File: src/rtl/pdm_decimator.sv
// PDM to PCM converter: 3rd-order CIC decimator, ratio 2^RATE_LOG2.
// Define PDM_DECIMATOR_SYNC_EN to add a 2-flop input synchronizer.
module pdm_decimator #(
    parameter int DATA_BITS = 12,
    parameter int RATE_LOG2 = 6
) (
    input  logic                 clk,
    input  logic                 rst_n,
    input  logic                 din,
    input  logic                 din_en,
    output logic [DATA_BITS-1:0] dout,
    output logic                 dout_valid
);

    localparam int GW = 3 * RATE_LOG2;
    localparam int W  = GW + 1;

    localparam logic [W-1:0] FULL = {1'b1, {GW{1'b0}}};
    localparam logic [RATE_LOG2-1:0] LAST = '1;
    localparam logic [RATE_LOG2-1:0] CNT_ONE = 1;

    logic din_s;
    logic en_s;

`ifdef PDM_DECIMATOR_SYNC_EN
    logic [1:0] din_sync_q;
    logic [1:0] din_sync_d;
    logic [1:0] en_sync_q;
    logic [1:0] en_sync_d;

    always_comb begin
        din_sync_d = {din_sync_q[0], din};
        en_sync_d  = {en_sync_q[0], din_en};
    end

    always_ff @(posedge clk or negedge rst_n) begin
        if (!rst_n) begin
            din_sync_q <= '0;
            en_sync_q  <= '0;
        end else begin
            din_sync_q <= din_sync_d;
            en_sync_q  <= en_sync_d;
        end
    end

    assign din_s = din_sync_q[1];
    assign en_s  = en_sync_q[1];
`else
    assign din_s = din;
    assign en_s  = din_en;
`endif

    logic [W-1:0] i1_q, i1_d;
    logic [W-1:0] i2_q, i2_d;
    logic [W-1:0] i3_q, i3_d;
    logic [RATE_LOG2-1:0] cnt_q, cnt_d;
    logic dec_q, dec_d;

    // Integrators wrap freely; the comb differences cancel the wrap.
    always_comb begin
        i1_d  = i1_q;
        i2_d  = i2_q;
        i3_d  = i3_q;
        cnt_d = cnt_q;
        dec_d = 1'b0;
        if (en_s) begin
            i1_d  = i1_q + {{(W-1){1'b0}}, din_s};
            i2_d  = i2_q + i1_q;
            i3_d  = i3_q + i2_q;
            cnt_d = cnt_q + CNT_ONE;
            dec_d = (cnt_q == LAST);
        end
    end

    logic [W-1:0] c1;
    logic [W-1:0] c2;
    logic [W-1:0] c3;
    logic [W-1:0] d1_q, d1_d;
    logic [W-1:0] d2_q, d2_d;
    logic [W-1:0] d3_q, d3_d;
    logic [DATA_BITS-1:0] dout_q, dout_d;
    logic valid_q, valid_d;

    always_comb begin
        c1 = i3_q - d1_q;
        c2 = c1 - d2_q;
        c3 = c2 - d3_q;
    end

    always_comb begin
        d1_d    = d1_q;
        d2_d    = d2_q;
        d3_d    = d3_q;
        dout_d  = dout_q;
        valid_d = 1'b0;
        if (dec_q) begin
            d1_d    = i3_q;
            d2_d    = c1;
            d3_d    = c2;
            valid_d = 1'b1;
            // Full-scale result is one past the top code; clamp it.
            if (c3 == FULL) begin
                dout_d = '1;
            end else begin
                dout_d = c3[GW-1 -: DATA_BITS];
            end
        end
    end

    always_ff @(posedge clk or negedge rst_n) begin
        if (!rst_n) begin
            i1_q    <= '0;
            i2_q    <= '0;
            i3_q    <= '0;
            cnt_q   <= '0;
            dec_q   <= 1'b0;
            d1_q    <= '0;
            d2_q    <= '0;
            d3_q    <= '0;
            dout_q  <= '0;
            valid_q <= 1'b0;
        end else begin
            i1_q    <= i1_d;
            i2_q    <= i2_d;
            i3_q    <= i3_d;
            cnt_q   <= cnt_d;
            dec_q   <= dec_d;
            d1_q    <= d1_d;
            d2_q    <= d2_d;
            d3_q    <= d3_d;
            dout_q  <= dout_d;
            valid_q <= valid_d;
        end
    end

    assign dout       = dout_q;
    assign dout_valid = valid_q;

endmodule

File: config.mk
export PLATFORM = sky130hd
export DESIGN_NAME = pdm_decimator
export DESIGN_NICKNAME = d
export VERILOG_FILES = /design/src/rtl/pdm_decimator.sv
export SDC_FILE = /design/constraint.sdc
export NUM_CORES = 1
export LEC_CHECK = 0
export CORE_MARGIN = 1
export CORE_UTILIZATION = 35
export CTS_BUF_LIST = sky130_fd_sc_hd__clkbuf_16
export CTS_CLUSTER_SIZE = 24
export DETAILED_ROUTE_END_ITERATION = 10
export PLACE_DENSITY = 0.54
export SETUP_SLACK_MARGIN = 0.3
export SLEW_MARGIN = 20
export SYNTH_ARGS = -nofsm -noshare
export SYNTH_HDL_FRONTEND = slang
export SYNTH_SLANG_ARGS = --single-unit
File: constraint.sdc
create_clock -name clk -period 6.3 [get_ports clk]
set_input_delay 1.26 -clock clk [delete_from_list [all_inputs] [get_ports clk]]
set_output_delay 1.26 -clock clk [all_outputs]
set_load 0.01 [all_outputs]
==> results of run 1 <==
[layout by cell type (no fill, tap or decap), types with 5 or more instances in the layout]
master and count:
a211oi_1 5, o21ai_1 5, o21a_1 13, a21boi_0 5, nand3_1 22, nand4_1 6, clkbuf_16 17, a21o_1 21
a21oi_1 46, nor3_1 14, o21bai_1 9, inv_1 84, xor2_1 20, ha_1 93, nor2b_1 6, mux2i_1 5
and2_1 5, nand2_1 108, xnor2_1 74, nand2b_1 15, a31oi_1 5, o21ai_0 86, mux2_2 41, dfrtp_1 133
clkdlybuf4s50_1 14, and3_1 21, nor2_1 56, or3_1 10
[worst max path at each step]
stage | end | slack [ns] | cells after the start
2_1_floorplan | dout[2] | 0.87 | 27
3_3_place_gp | dout[11] | 0.46 | 26
3_5_place_dp | dout[11] | 0.31 | 26
4_1_cts | dout[11] | 0.42 | 26
5_1_grt | dout[11] | 0.30 | 26
6_report | dout[11] | 0.73 | 26
[area by class of cell]
class,instances,area (um2)
flip-flops and latches,134,3360
clock inverters,15,140
multi-input cells,762,5520
repair buffers,20,186
well taps,335,419
fillers,2613,15600
clock buffers,17,425
inverters,83,312
[per-stage QoR]
stage | area [um2] | instances | worst slack (ns) | utilization
finish | 10400 | 1366 | 0.726 | 0.399
global route | 10400 | 1366 | 0.302 | 0.399
CTS | 10300 | 1364 | 0.417 | 0.397
detailed placement | 9750 | 1332 | 0.311 | 0.375
floorplan | 9240 | 1000 | 0.875 | -
global placement | 9750 | 1332 | 0.462 | 0.375
[repair_timing]
action,CTS,global route
gates resized for setup,1,11
setup buffers,0,1
pin swaps,0,8
cloned,0,1
endpoints found under the setup margin,1,12
[state kept, by name, indices dropped and copies added, names as in the netlist]
register    flops
i3_q           19
dec_q           1
d3_q           19
d2_q           19
dout_valid      1
dout           12
d1_q           19
i2_q           19
cnt_q           6
i1_q           19
[cells by family after synthesis]
kind of cell / count (synthesis) / share of synthesized area
fa+ha+maj: 97 / 0.135
buf+inv: 105 / 0.0435
xor+xnor: 96 / 0.0926
compound gates: 245 / 0.169
flops: 134 / 0.363
simple gates: 277 / 0.142
mux: 46 / 0.0554
[worst register-to-register path, stage by stage, from the launching register on]
cell and delay (ns):
dfrtp_1 0.40, inv_1 0.08, ha_1 0.16, inv_1 0.05, fa_1 0.40, a21oi_2 0.18
o211ai_1 0.17, nand4_1 0.15, nand2_1 0.08, o21a_1 0.21, o21a_1 0.16, nor2_1 0.11
xnor2_1 0.18, ha_1 0.32, and2_1 0.19, o21ai_0 0.12, o211ai_2 0.17, a21o_1 0.21
a21oi_1 0.18, xnor2_1 0.18, ha_1 0.32, and3_1 0.20, a211oi_2 0.23, xor2_1 0.19
xnor2_1 0.12, or4b_4 0.59, o211ai_1 0.12
[metal layers]
layer	up-vias	global-route usage	wire [um]
met5	-	0	0
met1	3090	0.182	8850
met4	0	0.0455	236
met3	14	0.0294	334
li1	3535	-	-
met2	51	0.222	7740
==> results.json, run 1 <==
{
  "max_stage_delay_ns": 0.59,
  "coreArea_mm2": 0.0260,
  "rows": 59,
  "cp_slowest_cell": "or4b_4",
  "crit_family": "compound AO/OA/AOI/OAI gates",
  "worst_ep_required_time_ns": 6.62,
  "h-tree-depth": 4,
  "whs_endpoint": "cnt_q[5]",
  "start_kind": "register",
  "port_buffers": 16,
  "die_h_um": 164,
  "rr_startpoint": "i3_q[0]",
  "reg2reg_slack_ns": 0.73,
  "fin_nets": 1119,
  "clkSinkCount": 134,
  "min_from": "cnt_q[5]",
  "dr.pass1.iters": 5,
  "synthTopCellsByArea": "dfrtp_1 36%, ha_1 13%, xnor2_1 7.1%",
  "start_util": 0.355,
  "syn_area_mm2": 0.00924,
  "setup_viol": 0,
  "die_area_mm2": 0.0270,
  "n_antenna_cell": 0,
  "reg2reg_to": "dout[11]",
  "fin_tns_setup_ns": 0,
  "cts_tree": "built",
  "worst_setup_path_end_kind": "register",
  "fp.dieW_um": 164,
  "drc": 0,
  "detail-route-antenna-nets": 0,
  "cp.arrival_ns": 5.90,
  "synth.largest_area_cell": "dfrtp_1",
  "synthCells": 1000,
  "gp_congestion": 0.803,
  "yosysMostFrequentCell": "dfrtp_1",
  "min_path_type": "register to register",
  "crit_start": "i3_q[0]",
  "synthArstFlopShare": 1.00,
  "ys_warn_count": 0,
  "area_growth_pct": 12.2,
  "postCtsHoldBufs": 0,
  "grt_antenna_before_repair": 0,
  "vias_per_cell": 4.90,
  "outcome": "finished, final reports clean",
  "r2r_cells": 26,
  "grt.total_usage": 0.137,
  "cts_made_buffers": 17,
  "synth.distinct_cells": 65,
  "min_path_cells": 1,
  "cap_violations": 0,
  "cts_root_buf": "clkbuf_16",
  "path_buf_inv": 2,
  "crit_type": "register to register",
  "fin_crit_ns": 5.57,
  "synth-seq-cells": 134,
  "fmax_mhz": 179,
  "drive_gt1_frac": 0.0931,
  "dominantRegCellSynth": "dfrtp_1",
  "hpwl_um": 12300,
  "yosys.area.top_type_share": 0.363,
  "holdWs_ns": 0.472,
  "slew_headroom": 0.400,
  "drt_first_iter_violations": 288,
  "ios": 17,
  "crit_fanout": 6,
  "grt_max_degree": 99,
  "clk_transition_reported_paths_ns": 0.06,
  "via_count": 6690,
  "grt_setup_unrepaired": "false",
  "synth_fp_nets": 1101,
  "ys_seq_area_frac": 0.363,
  "syn_avg_cell_area_um2": 9.24,
  "wl_per_cell_um": 12.6,
  "grt_pass1_vias": 6466,
  "skew_ns": 0.0135,
  "hold_violations": 0,
  "grt_overflow": 0,
  "synth_edf_count": 0,
  "synth_common_cells": "134 x dfrtp_1, 108 x nand2_1, 93 x ha_1, 91 x o21ai_0, 82 x inv_1",
  "clockBufferDepth": 2,
  "wirelength_um": 17200,
  "grt_pass1_wl_um": 30000,
  "drv_slew": 0,
  "clkLatencyLatePin_ns": 0.42,
  "worst_slew_pin_slew_ns": 0.901,
  "period_share": 0.885
}
Power of run 1 is not shown: default switching activity piles up to over one toggle a cycle in this logic, so the estimate is an artifact.
==> run 2: changes to the inputs <==
--- a/config.mk
+++ b/config.mk
@@ -5,12 +5,14 @@
 export SDC_FILE = /design/constraint.sdc
 export NUM_CORES = 1
 export LEC_CHECK = 0
+export CELL_PAD_IN_SITES_DETAIL_PLACEMENT = 1
+export CELL_PAD_IN_SITES_GLOBAL_PLACEMENT = 1
 export CORE_MARGIN = 1
 export CORE_UTILIZATION = 35
 export CTS_BUF_LIST = sky130_fd_sc_hd__clkbuf_16
 export CTS_CLUSTER_SIZE = 24
 export DETAILED_ROUTE_END_ITERATION = 10
-export PLACE_DENSITY = 0.54
+export PLACE_DENSITY = 0.64
 export SETUP_SLACK_MARGIN = 0.3
 export SLEW_MARGIN = 20
 export SYNTH_ARGS = -nofsm -noshare
==> results.json, run 2 (synthesized netlist as in run 1, its figures left out) <==
{
  "clkSinkCount": 134,
  "port_buffers": 16,
  "grtUsageMet2": 0.278,
  "h-tree-depth": 4,
  "stdcell_area_mm2": 0.0105,
  "outcome": "finished, final reports clean",
  "cp.arrival_ns": 5.88,
  "period_share": 0.880,
  "grt_pass1_wl_um": 34500,
  "grt_overflow": 0,
  "layout_commonest_cell": "dfrtp_1",
  "fp.dieW_um": 164,
  "cap_violations": 0,
  "fmax_mhz": 180,
  "dr.pass1.iters": 4,
  "hold_violations": 0,
  "r2r_cells": 26,
  "worst_ep_required_time_ns": 6.63,
  "fin_nets": 1126,
  "cts_root_buf": "clkbuf_16",
  "postCtsHoldBufs": 0,
  "wirelength_um": 19500,
  "die_area_mm2": 0.0270,
  "whs_endpoint": "cnt_q[5]",
  "die_h_um": 164,
  "setup_viol": 0,
  "min_path_type": "register to register",
  "drt_first_iter_violations": 159,
  "fin_tns_setup_ns": 0,
  "n_antenna_cell": 0,
  "grt_max_degree": 83,
  "hpwl_um": 14300,
  "slew_headroom": 0.442,
  "fin_crit_ns": 5.54,
  "gp_congestion": 0.805,
  "detail-route-antenna-nets": 0,
  "cts_made_buffers": 17,
  "worst_setup_path_end_kind": "register",
  "min_from": "cnt_q[5]",
  "ios": 17,
  "cts_tree": "built",
  "coreArea_mm2": 0.0260,
  "crit_fanout": 6,
  "grt.total_usage": 0.158,
  "vias_per_cell": 5.08,
  "wl_per_cell_um": 14.2,
  "place_area_mm2": 0.00975,
  "use_met3": 0.0296,
  "drive_gt1_frac": 0.106,
  "min_path_cells": 1,
  "drc": 0,
  "grt_setup_unrepaired": "false",
  "busiest_layer": "met2",
  "drv_slew": 0,
  "reg2reg_to": "dout[4]",
  "reg2reg_slack_ns": 0.76,
  "crit_type": "register to register",
  "clockBufferDepth": 2,
  "grt_antenna_before_repair": 0,
  "rr_startpoint": "i3_q[1]",
  "grt_pass1_vias": 7265,
  "start_kind": "register",
  "via_count": 6979,
  "use_met1": 0.191,
  "clk_transition_reported_paths_ns": 0.06,
  "worst_slew_pin_slew_ns": 0.836,
  "clkLatencyLatePin_ns": 0.43,
  "area_growth_pct": 13.6,
  "rows": 59,
  "start_util": 0.355,
  "skew_ns": 0.0102,
  "layout_common_cells": "132 x dfrtp_1, 108 x nand2_1, 93 x ha_1"
}
## run 2: changes by cell type in the layout (fill, tap and decap cells not counted), moves of 2 or more
cell | previous run | this run
clkinv_1 | 4 | 2
bufinv_16 | 2 | 4
clkinvlp_4 | 4 | 1
clkinv_4 | 2 | 5
buf_4 | 4 | 11
inv_1 | 84 | 82
## run 2: how the worst max path moves through the flow
stage / cells past startpoint / end / startpoint / slack, ns
floorplan: 27 / dout[2] / i3_q[0] / 0.87
global placement: 26 / dout[11] / i3_q[0] / 0.42
detailed placement: 26 / dout[4] / i3_q[0] / 0.16
CTS: 26 / dout[4] / i3_q[0] / 0.32
global route: 26 / dout[4] / i3_q[0] / 0.37
finish: 26 / dout[4] / i3_q[1] / 0.76
## run 2: timing repair
item,in CTS,in global routing
setup endpoints to repair,12,12
cloned,0,1
gates resized for setup,2,14
buffers inserted,0,8
pin swaps,0,13
## run 2: stage by stage
| stage | worst slack (ns) | cells | util | hold slack (ns) |
|---|---|---|---|---|
| floorplan | 0.875 | 1000 | - | 0.352 |
| global placement | 0.420 | 1332 | 0.375 | 0.461 |
| detailed placement | 0.159 | 1332 | 0.375 | 0.468 |
| CTS | 0.318 | 1364 | 0.400 | 0.476 |
| global route | 0.372 | 1373 | 0.404 | 0.506 |
| finish | 0.756 | 1373 | 0.404 | 0.476 |
## run 2: final cells by class
cell class	count	area, um2
inverters	83	312
flip-flops and latches	134	3360
fillers	2998	15500
clock inverters	15	203
well taps	335	419
repair buffers	27	239
multi-input cells	762	5540
clock buffers	17	425
## run 2: critical path: stages (launching register included)
cell and delay (ns):
dfrtp_2 0.45, ha_1 0.30, nor2b_1 0.12, o21a_1 0.18, o21ai_2 0.14, nand2b_1 0.07
a21oi_1 0.17, xnor2_1 0.18, ha_1 0.30, o21ai_2 0.10, a21oi_1 0.09, o21ai_1 0.16
a21oi_1 0.13, or3_1 0.36, a21oi_1 0.18, xnor2_1 0.16, ha_1 0.30, a21o_1 0.20
a21oi_2 0.17, inv_1 0.06, a211oi_2 0.25, o21ai_2 0.13, a211oi_2 0.25, xor2_1 0.19
xnor2_1 0.12, or4b_4 0.55, o21ai_0 0.12
## run 2: per-layer routing
layer | up-vias | wire length (um)
met5 | - | 0
met4 | 0 | 364
met3 | 18 | 322
met2 | 37 | 9710
met1 | 3380 | 9110
li1 | 3544 | -
Power of run 2 is left out for the same reason.
==> run 3: changes to the inputs <==
--- a/config.mk
+++ b/config.mk
@@ -5,14 +5,12 @@
 export SDC_FILE = /design/constraint.sdc
 export NUM_CORES = 1
 export LEC_CHECK = 0
-export CELL_PAD_IN_SITES_DETAIL_PLACEMENT = 1
-export CELL_PAD_IN_SITES_GLOBAL_PLACEMENT = 1
 export CORE_MARGIN = 1
 export CORE_UTILIZATION = 35
 export CTS_BUF_LIST = sky130_fd_sc_hd__clkbuf_16
 export CTS_CLUSTER_SIZE = 24
 export DETAILED_ROUTE_END_ITERATION = 10
-export PLACE_DENSITY = 0.64
+export PLACE_DENSITY = 0.54
 export SETUP_SLACK_MARGIN = 0.3
 export SLEW_MARGIN = 20
 export SYNTH_ARGS = -nofsm -noshare
==> results of run 3 <==
No change in the layout: final DEF, timing and power equal those of run 1.
Power of run 3 is left out for the same reason.
